[config.mk]
export PLATFORM = sky130hd
export DESIGN_NAME = seg7_capture
export DESIGN_NICKNAME = d
export VERILOG_FILES = /design/src/rtl/seg7_capture.sv
export SDC_FILE = /design/constraint.sdc
export NUM_CORES = 1
export LEC_CHECK = 0
export ABC_AREA = 1
export CAP_MARGIN = 20
export CORE_MARGIN = 10
export CORE_UTILIZATION = 41
export CTS_CLUSTER_DIAMETER = 60
export DETAILED_ROUTE_END_ITERATION = 8
export PLACE_DENSITY = 0.69
export SETUP_SLACK_MARGIN = 0.3
export SKIP_LAST_GASP = 1
export SYNTH_ARGS = -nofsm -noshare
export SYNTH_HDL_FRONTEND = slang
export SYNTH_SLANG_ARGS = --single-unit
[constraint.sdc]
create_clock -name clk -period 4.6 [get_ports clk]
set_clock_uncertainty 0.15 [all_clocks]
set_input_delay 0.69 -clock clk [delete_from_list [all_inputs] [get_ports clk]]
set_output_delay 0.69 -clock clk [all_outputs]
set_load 0.03 [all_outputs]
[src/rtl/seg7_capture.sv]
// Captures the four digits of a multiplexed, active-low 7-segment display and
// publishes them as one 16-bit hex frame once every digit has been seen legally.
module seg7_capture #(
    parameter int STABLE_CYCLES = 4
) (
    input  logic        clk,
    input  logic        reset_n,
    input  logic [3:0]  an,
    input  logic [6:0]  seg,
    output logic [15:0] hex_out,
    output logic        frame_valid,
    output logic        digit_err,
    output logic [7:0]  err_count
);

    typedef enum logic {
        COLLECT,
        PUBLISH
    } state_e;

    localparam logic [3:0] STABLE_RUN = 4'(STABLE_CYCLES);

    logic [10:0] sync1_q, sync2_q, prev_q;
    logic [3:0]  run_q, run_d;
    logic [3:0]  mask_q, mask_d;
    logic [15:0] staging_q, staging_d;
    logic [15:0] hex_q, hex_d;
    logic        digit_err_q, digit_err_d;
    logic [7:0]  err_count_q, err_count_d;
    state_e      state_q, state_d;

    logic        slot_valid, accept, code_legal, blank;
    logic [1:0]  slot;
    logic [3:0]  code_val;

    // NOTE: sequential state uses non-blocking assignments so every flop samples
    // the pre-edge value of the others, regardless of statement order.
    always_ff @(posedge clk or negedge reset_n) begin
        if (!reset_n) begin
            sync1_q     <= '1;
            sync2_q     <= '1;
            prev_q      <= '1;
            run_q       <= '0;
            mask_q      <= '0;
            staging_q   <= '0;
            hex_q       <= '0;
            digit_err_q <= 1'b0;
            err_count_q <= '0;
            state_q     <= COLLECT;
        end else begin
            sync1_q     <= {an, seg};
            sync2_q     <= sync1_q;
            prev_q      <= sync2_q;
            run_q       <= run_d;
            mask_q      <= mask_d;
            staging_q   <= staging_d;
            hex_q       <= hex_d;
            digit_err_q <= digit_err_d;
            err_count_q <= err_count_d;
            state_q     <= state_d;
        end
    end

    // NOTE: every signal gets a default first, so no path can infer a latch.
    always_comb begin
        run_d = run_q;
        if (sync2_q != prev_q) begin
            run_d = 4'd1;
        end else if (run_q != STABLE_RUN) begin
            run_d = run_q + 4'd1;
        end

        slot_valid = 1'b1;
        slot       = 2'd0;
        case (sync2_q[10:7])
            4'b1110: slot = 2'd0;
            4'b1101: slot = 2'd1;
            4'b1011: slot = 2'd2;
            4'b0111: slot = 2'd3;
            default: slot_valid = 1'b0;
        endcase

        // Fires once per dwell: only on the edge the run count reaches the threshold.
        accept = slot_valid && (run_d == STABLE_RUN) && (run_q != STABLE_RUN);

        code_legal = 1'b1;
        code_val   = 4'h0;
        case (sync2_q[6:0])
            7'b0000001: code_val = 4'h0;
            7'b1001111: code_val = 4'h1;
            7'b0010010: code_val = 4'h2;
            7'b0000110: code_val = 4'h3;
            7'b1001100: code_val = 4'h4;
            7'b0100100: code_val = 4'h5;
            7'b0100000: code_val = 4'h6;
            7'b0001111: code_val = 4'h7;
            7'b0000000: code_val = 4'h8;
            7'b0001100: code_val = 4'h9;
            7'b0001000: code_val = 4'hA;
            7'b1100000: code_val = 4'hB;
            7'b0110001: code_val = 4'hC;
            7'b1000010: code_val = 4'hD;
            7'b0110000: code_val = 4'hE;
            7'b0111000: code_val = 4'hF;
            default:    code_legal = 1'b0;
        endcase
        blank = (sync2_q[6:0] == 7'b1111111);

        // The publish-cycle clear happens first so a coincident capture survives it.
        mask_d      = (state_q == PUBLISH) ? 4'b0000 : mask_q;
        staging_d   = staging_q;
        digit_err_d = 1'b0;
        err_count_d = err_count_q;
        if (accept) begin
            if (code_legal) begin
                staging_d[{slot, 2'b00} +: 4] = code_val;
                mask_d[slot]                  = 1'b1;
            end else begin
                mask_d[slot] = 1'b0;
                if (!blank) begin
                    digit_err_d = 1'b1;
                    if (err_count_q != 8'hFF) begin
                        err_count_d = err_count_q + 8'd1;
                    end
                end
            end
        end

        state_d = state_q;
        hex_d   = hex_q;
        case (state_q)
            COLLECT: begin
                if (mask_d == 4'b1111) begin
                    state_d = PUBLISH;
                    hex_d   = staging_d;
                end
            end
            PUBLISH: state_d = COLLECT;
            default: state_d = COLLECT;
        endcase
    end

    assign hex_out     = hex_q;
    assign frame_valid = (state_q == PUBLISH);
    assign digit_err   = digit_err_q;
    assign err_count   = err_count_q;

endmodule
==> flow_summary.json <==
{
  "clk_latency_ns": 0.35,
  "cts_hold_buf": 0,
  "fmax_mhz": 342.1,
  "clk_path_buf_depth": 2,
  "critPathKind": "register to register",
  "die_w_um": 117.6,
  "powerDensity_nw_per_um2": 297.4,
  "grt_pass1_vias": 3014,
  "fin_nets": 519,
  "clk_pin_slew_worst_paths_ns": 0.08,
  "place_hpwl_um": 5756,
  "syn_nets": 473,
  "cts_tree": "done",
  "period_needed_ns": 2.923,
  "ir_drop_uv": 145.0,
  "dp.cells": 614,
  "synth_top_flop_cell": "dfrtp_1",
  "wl_um": 7947,
  "hold_path.class": "input port to asynchronous set/reset pin",
  "antenna_left": 0,
  "rows": 35,
  "finalHoldViolations": 0,
  "post-synth-top-count-cell": "nand2_1",
  "die_area_um2": 13830,
  "outcome": "complete, no violations",
  "synth_common_cells": "nand2_1, nor2_1, dfrtp_1",
  "coreArea_um2": 9240,
  "drive_gt1_share_pct": 14.14,
  "ys_seq_area_share_pct": 54.23,
  "grt_pass1_wl_um": 13970,
  "ys_seq_elements": 83,
  "synth_top_area_share_pct": 32.03,
  "drc": 0,
  "worst_pin_slew_ns": 0.6815,
  "synthArstFlopShare_pct": 100.0,
  "end_kind": "register",
  "yosysWarnings": 0,
  "vias_per_cell": 4.678,
  "seq_area_um2": 2118,
  "cts-resized-gates": 0,
  "fillers": 870,
  "drtIter0Drc": 174,
  "crit_required_ns": 4.69,
  "clockRootBuffer": "clkbuf_8",
  "globalRouteTotalUtil_pct": 11.86,
  "ios": 39,
  "htree_levels": 3,
  "place_congestion": 0.9188,
  "drv_slew": 0,
  "finalSetupViolations": 0,
  "antenna_found_initial": 0,
  "routedWlPerCell_um": 12.59,
  "syn_avg_cell_area_um2": 8.661,
  "start_util_pct": 42.27,
  "synth_top_area_cell": "dfrtp_1",
  "fin_tns_setup_ns": 0,
  "cts_buffers": 9,
  "post_cts_buffers": 0,
  "rsz0062_at_grt": "no",
  "synth-edff-count": 0,
  "n_antenna_cell": 0,
  "leakagePower_nw": 2.327,
  "vias": 2952,
  "cap_violations": 0,
  "finalNonFillerCells": 631,
  "io_buffers": 38,
  "startpoint_type": "register",
  "timing.final.crit_share_pct": 63.54,
  "syn_inst": 451,
  "dr.pass1.iters": 5,
  "multi_input_area_um2": 1545,
  "ys_top_cells_by_area": "dfrtp_1, dfstp_2, nand2_1, nor2_1, nand3_1",
  "syn2layout_area_growth_pct": 18.55,
  "path_max_fanout": 17,
  "grt_max_degree": 84,
  "max_slew_margin_pct": 54.36,
  "overflow": 0,
  "numClockSinks": 83,
  "syn_area_um2": 3906,
  "die_y_um": 117.6,
  "synth_cell_types": 31,
  "crit_arrival_ns": 3.01
}
[layer usage]
| layer | global-route usage (%) | vias to the layer above | part of all wire [%] | wire [um] |
|---|---|---|---|---|
| met1 | 14.45 | 1360 | 46 | 3622 |
| met4 | 4.250 | 0 | 1.2 | 93 |
| met5 | 0 | - | 0 | 0 |
| li1 | - | 1509 | - | - |
| met2 | 19.55 | 76 | 48 | 3840 |
| met3 | 3.357 | 7 | 4.9 | 391 |
[cell families after synthesis]
group | Yosys count | share of synthesized area (%)
XOR/XNOR | 12 | 2.691
AO/OA/AOI/OAI | 13 | 1.730
adder cells (fa/ha/maj) | 9 | 2.883
flip-flops | 83 | 54.23
buffers and inverters | 58 | 6.214
AND/OR/NAND/NOR | 276 | 32.26
[report_power, final]
group	total, mW	switching (mW)	internal (mW)
combinational	0.0744	0.0490	0.0254
sequential	0.768	0.0117	0.756
clock	0.535	0.267	0.268
total	1.38	0.328	1.05
[worst max-delay path, cell delays in order (launching register included)]
cell and delay, ns:
dfstp_2 0.59, xnor2_1 0.16, nand2_1 0.07, nor2_1 0.33, nand2_1 0.19, nor2_4 0.32, nand4_4 0.20, nand2_1 0.15
nand2_2 0.09, nor2_8 0.22, nand2_4 0.18, nand2_1 0.09, nand2_1 0.05
[sequential cells by signal (all words and copies together) (netlist names)]
| register | count |
|---|---|
| prev_q | 11 |
| sync1_q | 11 |
| sync2_q | 11 |
| digit_err | 1 |
| staging_q | 16 |
| mask_q | 4 |
| err_count | 8 |
| frame_valid | 1 |
| run_q | 4 |
| hex_out | 16 |
[cell type report]
type / count / share of cell area (%)
sequential: 83 / 45.74
multi-input combinational: 310 / 33.37
timing repair buffer: 39 / 8.592
inverter: 54 / 4.431
tap: 129 / 3.486
clock buffer: 11 / 3.053
clock inverter: 5 / 1.324
[final timing paths]
check                                start           to  slack (ns)  cells after the start
worst max-delay path            sync2_q[2]  hex_out[10]        1.68                     12
worst min-delay path               reset_n  hex_out[12]        0.16                      1
worst max register to register  sync2_q[2]  hex_out[10]        1.68                     12
worst min register to register  sync1_q[1]   sync2_q[1]        0.20                      0
max in group asynchronous          reset_n   sync1_q[1]        3.51                      2
min in group clk                sync1_q[1]   sync2_q[1]        0.20                      0
[cell usage in the layout, fill, tap and decap left out, drive strengths merged]
cell type,netlist,layout
nand2,139,139
nor2,71,71
inv,54,55
dfrtp,50,50
nand3,39,39
clkdlybuf4s50,0,37
dfstp,33,33
nand4,20,20
clkbuf,0,11
o21ai,9,9
ha,9,9
xnor2,7,7
xor2,5,5
nor3,4,4
clkinvlp,0,3
a21oi,2,2
buf,4,2
a31oi,1,1
nand3b,1,1
or2,1,1
nor4,1,1
o22ai,1,1
bufinv,0,1
[stage by stage]
| stage | area (um^2) | setup slack [ns] | utilization [%] | hold slack, ns | power [mW] |
|---|---|---|---|---|---|
| 6_report | 4631 | 1.677 | 50.12 | 0.1579 | 1.377 |
| 5_1_grt | 4631 | 1.377 | 50.12 | 0.1715 | 1.453 |
| 4_1_cts | 4611 | 1.651 | 49.90 | 0.2043 | 1.396 |
| 3_5_place_dp | 4408 | 1.668 | 47.70 | 0.1968 | 0.8540 |
| 3_3_place_gp | 4408 | 1.820 | 47.70 | 0.1957 | 0.8514 |
| 2_1_floorplan | 3906 | 2.178 | - | 0.1952 | 0.8168 |
Note: power is estimated with default switching activity, not from simulation.
